<file path="config.mk">
export PLATFORM = sky130hd
export DESIGN_NAME = sensor_avg_alarm
export DESIGN_NICKNAME = d
export VERILOG_FILES = /design/src/rtl/sensor_avg_alarm.sv
export SDC_FILE = /design/constraint.sdc
export NUM_CORES = 1
export LEC_CHECK = 0
export CAP_MARGIN = 20
export CORE_UTILIZATION = 55
export CTS_CLUSTER_SIZE = 28
export DETAILED_ROUTE_END_ITERATION = 7
export PLACE_DENSITY = 0.78
export SYNTH_ARGS = -nofsm -noshare
export SYNTH_HDL_FRONTEND = slang
export SYNTH_SLANG_ARGS = --single-unit
</file>
<file path="constraint.sdc">
create_clock -name clk_1MHz -period 4.7 [get_ports clk_1MHz]
set_input_delay 0.94 -clock clk_1MHz [delete_from_list [all_inputs] [get_ports clk_1MHz]]
set_output_delay 0.94 -clock clk_1MHz [all_outputs]
set_load 0.01 [all_outputs]
</file>
<file path="src/rtl/sensor_avg_alarm.sv">
// Moving-average conditioner for the 1 MHz sensor stream: averages the last
// 2^LOG2_WIN samples, drives SAFE/DANGER with hysteresis and flags a silent sensor.
module sensor_avg_alarm #(
  parameter int         LOG2_WIN  = 2,
  parameter logic [7:0] TH_HI     = 8'd105,
  parameter logic [7:0] TH_LO     = 8'd95,
  parameter int         STALE_CYC = 2000000
) (
  input  logic       clk_1MHz,
  input  logic       rst,
  input  logic       valid_in,
  input  logic [7:0] data_in,
  output logic [7:0] avg_out,
  output logic       avg_valid,
  output logic       win_full,
  output logic       state_safe,
  output logic       alarm_change,
  output logic       stale
);

  localparam int W      = 1 << LOG2_WIN;
  localparam int SUM_W  = 8 + LOG2_WIN;
  localparam int PTR_W  = (LOG2_WIN > 0) ? LOG2_WIN : 1;
  localparam int FILL_W = LOG2_WIN + 1;
  localparam int IDLE_W = $clog2(STALE_CYC + 1);

  typedef enum logic [1:0] {S_INIT, S_SAFE, S_DANGER} state_t;

  state_t             r_state;
  state_t             w_state_next;
  logic               w_alarm_next;
  logic [W*8-1:0]     w_buf_flat;
  logic [7:0]         w_old;
  logic [SUM_W-1:0]   r_sum;
  logic [SUM_W-1:0]   w_sum_next;
  logic [PTR_W-1:0]   r_wr_ptr;
  logic [PTR_W-1:0]   w_ptr_next;
  logic [FILL_W-1:0]  r_fill;
  logic [FILL_W-1:0]  w_fill_next;
  logic [IDLE_W-1:0]  r_idle;
  logic [7:0]         r_avg_out;
  logic               r_avg_valid;
  logic               r_win_full;
  logic               r_alarm_change;
  logic               r_stale;
  logic               w_flush;

  // A sample arriving on the trigger cycle wins over the flush.
  assign w_flush = !valid_in && (r_idle == IDLE_W'(STALE_CYC));

  genvar gi;
  generate
    for (gi = 0; gi < W; gi++) begin : g_buf
      logic [7:0] r_entry;
      always_ff @(posedge clk_1MHz or posedge rst) begin
        if (rst) begin
          r_entry <= '0;
        end else if (valid_in && (r_wr_ptr == PTR_W'(gi))) begin
          r_entry <= data_in;
        end else if (w_flush) begin
          r_entry <= '0;
        end
      end
      assign w_buf_flat[gi*8 +: 8] = r_entry;
    end
  endgenerate

  assign w_old       = w_buf_flat[{r_wr_ptr, 3'b000} +: 8];
  assign w_sum_next  = r_sum + SUM_W'(data_in) - SUM_W'(w_old);
  assign w_ptr_next  = (r_wr_ptr == PTR_W'(W - 1)) ? '0 : r_wr_ptr + 1'b1;
  assign w_fill_next = (r_fill == FILL_W'(W)) ? r_fill : r_fill + 1'b1;

  always_ff @(posedge clk_1MHz or posedge rst) begin
    if (rst) begin
      r_sum          <= '0;
      r_wr_ptr       <= '0;
      r_fill         <= '0;
      r_idle         <= '0;
      r_avg_out      <= '0;
      r_avg_valid    <= 1'b0;
      r_win_full     <= 1'b0;
      r_alarm_change <= 1'b0;
      r_stale        <= 1'b0;
    end else begin
      r_avg_valid    <= 1'b0;
      r_alarm_change <= w_alarm_next;
      if (valid_in) begin
        r_sum       <= w_sum_next;
        r_wr_ptr    <= w_ptr_next;
        r_fill      <= w_fill_next;
        r_avg_out   <= w_sum_next[SUM_W-1:LOG2_WIN];
        r_avg_valid <= 1'b1;
        r_win_full  <= (w_fill_next == FILL_W'(W));
        r_stale     <= 1'b0;
      end else if (w_flush) begin
        // avg_out deliberately holds its last value while stale
        r_sum      <= '0;
        r_wr_ptr   <= '0;
        r_fill     <= '0;
        r_win_full <= 1'b0;
        r_stale    <= 1'b1;
      end
      if (valid_in) begin
        r_idle <= '0;
      end else if (r_idle != IDLE_W'(STALE_CYC)) begin
        r_idle <= r_idle + 1'b1;
      end
    end
  end

  always_ff @(posedge clk_1MHz or posedge rst) begin
    if (rst) begin
      r_state <= S_INIT;
    end else begin
      r_state <= w_state_next;
    end
  end

  always_comb begin
    w_state_next = r_state;
    w_alarm_next = 1'b0;
    if (w_flush) begin
      w_state_next = S_INIT;
    end else if (r_avg_valid && r_win_full) begin
      case (r_state)
        S_INIT: begin
          w_state_next = (r_avg_out >= TH_HI) ? S_SAFE : S_DANGER;
        end
        S_SAFE: begin
          if (r_avg_out <= TH_LO) begin
            w_state_next = S_DANGER;
            w_alarm_next = 1'b1;
          end
        end
        S_DANGER: begin
          if (r_avg_out >= TH_HI) begin
            w_state_next = S_SAFE;
            w_alarm_next = 1'b1;
          end
        end
        default: w_state_next = S_INIT;
      endcase
    end
  end

  assign avg_out      = r_avg_out;
  assign avg_valid    = r_avg_valid;
  assign win_full     = r_win_full;
  assign state_safe   = (r_state == S_SAFE);
  assign alarm_change = r_alarm_change;
  assign stale        = r_stale;

endmodule

</file>
==> Word-level counts from Yosys, hierarchy flattened <==
Index checks and enable logic that the tools add are counted.
{ "op_classes": {"magnitude_cmp": 2, "add_sub_neg": 5, "n_shift": 1, "n_eq_ne": 11, "muxes": 31, "n_reduce_logical": 17} }
{ "ops": {"columns": ["op", "count"], "rows": [
  ["21-bit two-way mux", 2],
  ["8-bit two-way mux", 5],
  ["32-bit by 6-bit indexed part select with 8-bit output", 1],
  ["21-bit by 1-bit adder with 21-bit output (second input constant)", 1],
  ["21-bit == test (second input constant)", 1],
  ["21-bit inequality test (second input constant)", 1],
  ["10-bit two-way mux", 2],
  ["2-bit two-way mux", 8],
  ["2-bit nonzero test", 7],
  ["10-bit by 8-bit adder with 10-bit output", 1],
  ["10-bit by 8-bit subtractor with 10-bit output", 1],
  ["1-bit two-way mux", 9],
  ["3-bit two-way mux", 3],
  ["8-bit by 7-bit >= comparator with 1-bit output (second input constant)", 1],
  ["8-bit by 7-bit <= comparator with 1-bit output (second input constant)", 1],
  ["2-bit == test (second input constant)", 3],
  ["3-bit == test (second input constant)", 2],
  ["1-bit logical AND", 6],
  ["2-bit one-hot mux with 3 select lines", 1],
  ["2-bit by 1-bit == test with 1-bit output (second input constant)", 2],
  ["2-bit logical NOT", 2],
  ["3-bit by 1-bit adder with 3-bit output (second input constant)", 1],
  ["3-bit by 1-bit inequality test with 1-bit output (second input constant)", 1],
  ["3-bit inequality test (second input constant)", 1],
  ["other kinds (4)", 4]
]} }
{ "word_totals": {"wordCells": 81, "out_inout_bits": 13, "reg_bits": 82, "in_bits": 11} }

==> Depth between registers and ports, before layout <==
Gate-level depths: netlist (run 1).
{ "logic_depth": {"ltp_word": 5, "depth_mapped": 12, "mapped_depth_nobuf": 11} }

==> Worst setup path before layout (run 1) <==
No wires, ideal clock.
{ "synth_timing": {"path_kind": "register to register", "startpoint": "reg r_wr_ptr[0]", "endpoint": "reg r_sum[9]", "synth_period_minus_slack_ns": 3.492, "setup_ns": 0.087, "t_arrival_ns": 3.406, "path_slack_ns": 1.208, "t_required_ns": 4.613, "stages_incl_launch_ff": 11, "path_cell_list": "dfrtp_1 > clkbuf_1 > mux4_2 > fa_1 > inv_1 > ha_1 > a21o_1 > a21oi_1 > a21oi_1 > or4b_2 > o211ai_1"} }
{ "synth_between": {"elab_chain_cells": 3} }
{ "synth_rtl": {"columns": ["element", "line", "text"], "rows": [
  ["start: declaration", "36", "logic [PTR_W-1:0] r_wr_ptr;"],
  ["start signal: assignment", "89", "r_wr_ptr <= w_ptr_next;"],
  ["32-bit by 6-bit indexed part select with 8-bit output", "68", "assign w_old = w_buf_flat[{r_wr_ptr, 3'b000} +: 8];"],
  ["10-bit by 8-bit subtractor with 10-bit output", "69", "assign w_sum_next = r_sum + SUM_W'(data_in) - SUM_W'(w_old);"],
  ["10-bit two-way mux", "87", "if (valid_in) begin"],
  ["end signal: assignment", "88", "r_sum <= w_sum_next;"],
  ["end: declaration", "34", "logic [SUM_W-1:0] r_sum;"]
]} }
Every way passes these cells.
A chain may end at the register's enable or synchronous reset.

==> Worst setup path in the final report (run 1) <==
Ends and elaborated chain as after synthesis.

==> results.toml, run 1 <==
[floorplanning]
die_h_um = 92.3
die_x_um = 92.3
rows = 32
core_region_area_um2 = 7810
die-area_um2 = 8520
io_pins = 24
start_util_pct = 57.5

[global_routing]
grt_pass1_wl_mm = 15.7
grt_overflow = 0
grt_max_degree = 55
grt_antenna_before_repair = 0
grt_pass1_vias = 3303
track_usage_pct = 23.5

[sta]
drv_slew = 0
timing.setup.tns_ns = 0
rsz0062_at_grt = "false"
min_period_over_period_pct = 76.6
fin_crit_ns = 3.60
final.setup.worst_slack_ns = 1.10
hold_violations = 0
skew_ns = 0.00804
fmax_mhz = 278
worstMarginPinSlew_ns = 0.914
slew_headroom_pct = 39.0
setup_viol = 0

[yosys]
ys_seq_area_share_pct = 45.7
synth_area_leader_cell = "dfrtp_1"
synth_commonest_cells = "82 x dfrtp_1, 51 x inv_1, 40 x nand3_1"
synthFlopType = "dfrtp_1"
synthTopCellsByArea = "dfrtp_1 46%, ha_1 5.9%, nand3_1 4.5%"
synth.top_cell.area_share_pct = 45.7
synth_most_common_cell = "dfrtp_1"
synthArstFlopShare_pct = 100
synth_edf_count = 0
ys_ff_latch = 82
synth_fp_nets = 486
synthCells = 446
avgSynthCellArea_um2 = 10.1
synth_area_um2 = 4490
synth_cell_type_count = 51
yosys_warnings = 0

[place]
place.detailed.hpwl_mm = 6.22
port_buffers = 23
dp_slack_ns = 0.956
place_congestion = 0.844

[routing]
postRouteWirelength_mm = 9.00
initialDrtViolationCount = 136
via_per_inst = 5.75
wl_per_cell_um = 15.8
dr.pass1.iters = 4
num_vias = 3275
drcViolationCount = 0
ant_nets = 0

[setup_path]
endpoint_kind = "flop"
critical-path-top-delay-family = "adder cells"
cp-start-kind = "flop"
cp_slowest_cell = "dfrtp_1"
slowest_delay_ns = 0.79
cp.arrival_ns = 3.87
critical_path_class = "flop to flop"
crit_chain = "mux4_2 > fa_1 > inv_1 > ha_1 > a21o_1 > a21oi_1 > a21oi_1 > or4b_2 > o211ai_1"
path_max_fanout = 12
critPathBufInv = 1
cp_common_cell = "a21oi_1"
cp.required_ns = 4.97

[power_and_ir_drop]
power_density_nw_per_um2 = 758
vdd_drop_max_v = 0.000337
power.leakage_nw = 2.27

[status]
status = "complete, no violations"

[clock_network]
clkLatencyLatePin_ns = 0.36
cts_max_path_buffers = 2
tritoncts = "yes"
cts.clk_slew.worst_paths_ns = 0.09
cts.sinks = 82
cts_resized = 0
htreeDepth = 3
cts_hold_buf = 0
cts_setup_buffers = 0
root_buffer = "clkbuf_8"
cts_buffers = 9

[final_layout]
layout.nets = 503
syn2layout_area_growth_pct = 10.3
drive_gt1_share_pct = 8.76
diodes = 0
fillers = 623

[job]
cap_violations = 0

[worst_hold_path]
hp-class = "flop to flop"
-- cell type report --
class                   instances  area [µm²]  share of cell area [%]
well taps                     102         128                    2.58
inverters                      52         196                    3.97
clock buffers                  12         155                    3.13
flip-flops and latches         82        2050                    41.5
repair buffers                 26         248                    5.01
multi-input cells             292        2120                    42.8
clock inverters                 4        50.0                    1.01
-- cell usage in the layout (no fill, tap or decap), types with 2 or more instances in the layout --
| master | instances |
|---|---|
| a21o_1 | 6 |
| a21oi_1 | 12 |
| a221oi_1 | 2 |
| a22o_1 | 3 |
| and2_1 | 2 |
| and3_1 | 3 |
| and4_1 | 2 |
| buf_4 | 3 |
| clkbuf_8 | 11 |
| clkdlybuf4s50_1 | 22 |
| clkinv_2 | 2 |
| clkinvlp_4 | 2 |
| dfrtp_1 | 82 |
| fa_1 | 8 |
| ha_1 | 21 |
| inv_1 | 50 |
| mux2_2 | 4 |
| mux2i_1 | 2 |
| mux4_2 | 8 |
| nand2_1 | 24 |
| nand2b_1 | 2 |
| nand3_1 | 40 |
| nand3_2 | 4 |
| nand4_1 | 11 |
| nor2_1 | 33 |
| nor3_1 | 3 |
| nor4b_1 | 3 |
| nor4bb_1 | 2 |
| o211ai_1 | 3 |
| o21ai_0 | 16 |
| o21ai_1 | 29 |
| o31ai_1 | 5 |
| or3_1 | 4 |
| xnor2_1 | 9 |
| xor2_1 | 16 |
-- power by group --
part	switching, W	leakage, nW	internal (W)
clock network	0.000259	0.0986	0.000274
logic	0.00110	1.12	0.000964
registers	0.000185	1.05	0.000966
-- logic make-up (layout without fill, tap and decap cells) --
kind of cell	after synthesis	after routing	synth area share [%]
simple gates	140	140	16.3
xor+xnor	25	25	4.88
fa+ha+maj	29	29	9.43
buf+inv	72	94	7.00
flops	82	82	45.7
compound gates	84	84	11.2
mux	14	14	5.47
-- through the flow --
step / total power (W) / hold WS, ns / utilization (%) / area [µm²] / std cells
finish: 0.00375 / 0.511 / 63.4 / 4950 / 570
global route: 0.00410 / 0.544 / 63.4 / 4950 / 570
CTS: 0.00376 / 0.512 / 63.4 / 4950 / 570
detailed placement: 0.00321 / 0.495 / 60.8 / 4740 / 554
global placement: 0.00312 / 0.477 / 60.8 / 4740 / 554
floorplan: 0.00270 / 0.464 / - / 4490 / 446
-- worst paths after layout --
kind / from / end / slack, ns / cells after the start
max in group asynchronous: rst / g_buf[0].r_entry[1]$_DFFE_PP0P_ / 2.73 / 3
worst max-delay path: r_wr_ptr[0]$_DFFE_PP0P_ / r_sum[9]$_DFFE_PP0P_ / 1.10 / 9
worst min register to register: g_buf[0].r_entry[5]$_DFFE_PP0P_ / g_buf[0].r_entry[5]$_DFFE_PP0P_ / 0.51 / 2
worst max register to register: r_wr_ptr[0]$_DFFE_PP0P_ / r_sum[9]$_DFFE_PP0P_ / 1.10 / 9
min in group asynchronous: rst / r_sum[0]$_DFFE_PP0P_ / 1.08 / 2
worst min-delay path: g_buf[0].r_entry[5]$_DFFE_PP0P_ / g_buf[0].r_entry[5]$_DFFE_PP0P_ / 0.51 / 2
-- state kept, by name, indices dropped and copies added (netlist names) --
name           flops
r_fill             3
r_wr_ptr           2
avg_valid          1
win_full           1
r_idle            21
g_buf.r_entry     32
r_state            2
avg_out            8
r_sum             10
alarm_change       1
stale              1
-- per-layer routing --
layer | global-route usage [%] | part of all wire (%)
met1 | 32.9 | 47
met2 | 37.5 | 48
met3 | 3.12 | 3.7
met4 | 8.85 | 1.7
met5 | 0 | 0
-- worst min-delay path, cell delays in order (launching register included) --
cell and delay (ns):
dfrtp_1 0.35, nand3_1 0.06, o21ai_0 0.07
No activity file was read; power rests on OpenSTA's default activity.
==> inputs of run 2 (changes only) <==
Settings changed: CORE_UTILIZATION 55 to 54, PLACE_DENSITY 0.78 to 0.8.
Clock period 4.7 ns to 2.9 ns, I/O delays scaled along.
==> run 2 against run 1 <==
Effect of this change:
- the flow now finishes with violations (setup timing)
- clock power rose by 83%
- maximum frequency up 18%
- worst hold slack worse by 0.0035 ns
- sequential share of layout area is 3.6 points lower
==> results.toml, run 2 (synthesized netlist as in run 1, its figures left out) <==
[final_layout]
syn2layout_area_growth_pct = 20.8
drive_gt1_share_pct = 19.6
utilization_pct = 68.7
final_cell_mix = "81 x dfrtp_1, 47 x inv_1, 40 x nand3_1"
layout.nets = 535
stdcell_area_um2 = 5420
largest_reg_flops = 32
largest_register = "g_buf.r_entry"
reg_top3 = "g_buf.r_entry x32, r_idle x21, r_sum x10"
diodes = 0
mostFrequentLayoutCell = "dfrtp_1"

[clock_network]
tritoncts = "yes"
cts_max_path_buffers = 2
htreeDepth = 3
cts.clk_slew.worst_paths_ns = 0.09
clkLatencyLatePin_ns = 0.36
cts_hold_buf = 0
cts.sinks = 82
root_buffer = "clkbuf_8"
cts_buffers = 9

[setup_path]
cp.arrival_ns = 3.32
cp-start-kind = "flop"
slowest_delay_ns = 0.52
cp.required_ns = 3.18
crit_chain = "buf_6 > mux4_2 > fa_1 > inv_2 > ha_4 > a21o_1 > a21oi_2 > a21oi_2 > or4b_4 > o211ai_1"
critical_path_class = "flop to flop"
endpoint_kind = "flop"
cp_common_cell = "a21oi_2"
path_max_fanout = 6
cp_slowest_cell = "or4b_4"

[global_routing]
track_usage_pct = 25.0
grt_antenna_before_repair = 0
grt_max_degree = 43
grt_overflow = 0
grt_pass1_vias = 3573
grt_pass1_wl_mm = 16.7

[sta]
fin_crit_ns = 3.04
timing.setup.tns_ns = -0.828
skew_ns = 0.0118
min_period_over_period_pct = 105
slew_headroom_pct = 50.1
rsz0062_at_grt = "true"
setup_viol = 10
worstMarginPinSlew_ns = 0.748
fmax_mhz = 329
drv_slew = 0
final.setup.worst_slack_ns = -0.141
hold_violations = 0

[routing]
ant_nets = 0
drcViolationCount = 0
dr.pass1.iters = 5
postRouteWirelength_mm = 10.3
wl_per_cell_um = 17.1
num_vias = 3458
initialDrtViolationCount = 223
via_per_inst = 5.74

[place]
place_congestion = 0.828
place_area_um2 = 5000
place.detailed.hpwl_mm = 6.88
port_buffers = 23

[floorplanning]
core_region_area_um2 = 7890
die_x_um = 93.2
die-area_um2 = 8680
io_pins = 24
die_h_um = 93.2
rows = 32
start_util_pct = 56.9

[job]
cap_violations = 0

[status]
status = "finished, violations left"
violations = "setup timing"

[power_and_ir_drop]
vdd_drop_max_v = 0.000886
power.leakage_nw = 2.48
power_density_nw_per_um2 = 1460

[worst_hold_path]
hp-class = "flop to flop"
[run 2: layer usage]
layer / global-route usage (%) / vias to the layer above / wire length, µm
li1: - / 1638 / -
met2: 41.5 / 78 / 5120
met5: 0 / - / 0
met4: 10.0 / 0 / 264
met3: 5.12 / 24 / 350
met1: 32.2 / 1718 / 4550
[run 2: layout make-up]
type / instances / area [µm²]
fill: 547 / 2470
sequential: 82 / 2050
timing repair buffer: 58 / 512
clock buffer: 11 / 151
tap: 102 / 128
inverter: 52 / 196
clock inverter: 5 / 83.8
multi-input combinational: 292 / 2290
[run 2: worst max-delay path: cells and delay by family (launching register included)]
family,cells,cell delay (ns)
DFF,1,0.47
adders and majority gates,2,0.74
AOI/OAI and AO/OA,4,0.56
and+or+nand+nor,1,0.52
muxes,1,0.49
buffers and inverters,2,0.17
[run 2: per-stage QoR]
stage                     power (W)  setup slack [ns]  instances  hold WS (ns)
after detailed placement    0.00595            -0.325        579         0.491
after global placement      0.00570            -0.198        579         0.481
final                       0.00790            -0.141        602         0.507
after global routing        0.00842            -0.234        602         0.532
after CTS                   0.00723            -0.131        598         0.508
after floorplan             0.00461           -0.0239        446         0.464
[run 2: what timing repair did]
action | 4_1_cts | 5_1_grt
hold endpoints to repair | 0 | 0
gates resized for setup | 9 | 20
pin swaps | 7 | 12
setup buffers | 3 | 5
endpoints found under the setup margin | 12 | 12
[run 2: path summary, 6_finish.rpt]
| path | startpoint | end | slack (ns) | depth (start not counted) |
|---|---|---|---|---|
| setup / recovery | r_wr_ptr[0]$_DFFE_PP0P_ | r_sum[9]$_DFFE_PP0P_ | -0.14 | 10 |
| hold / removal | stale$_DFFE_PP0P_ | stale$_DFFE_PP0P_ | 0.51 | 2 |
| setup reg to reg | r_wr_ptr[0]$_DFFE_PP0P_ | r_sum[9]$_DFFE_PP0P_ | -0.14 | 10 |
| hold reg to reg | stale$_DFFE_PP0P_ | stale$_DFFE_PP0P_ | 0.51 | 2 |
| max in group asynchronous | rst | g_buf[0].r_entry[2]$_DFFE_PP0P_ | 1.63 | 3 |
| min in group asynchronous | rst | r_idle[3]$_DFFE_PP0P_ | 0.64 | 2 |
[run 2: power by group]
part | internal [W] | switching (W)
Combinational | 0.00258 | 0.00249
Sequential | 0.00157 | 0.000287
Clock | 0.000535 | 0.000439
Total | 0.00468 | 0.00322
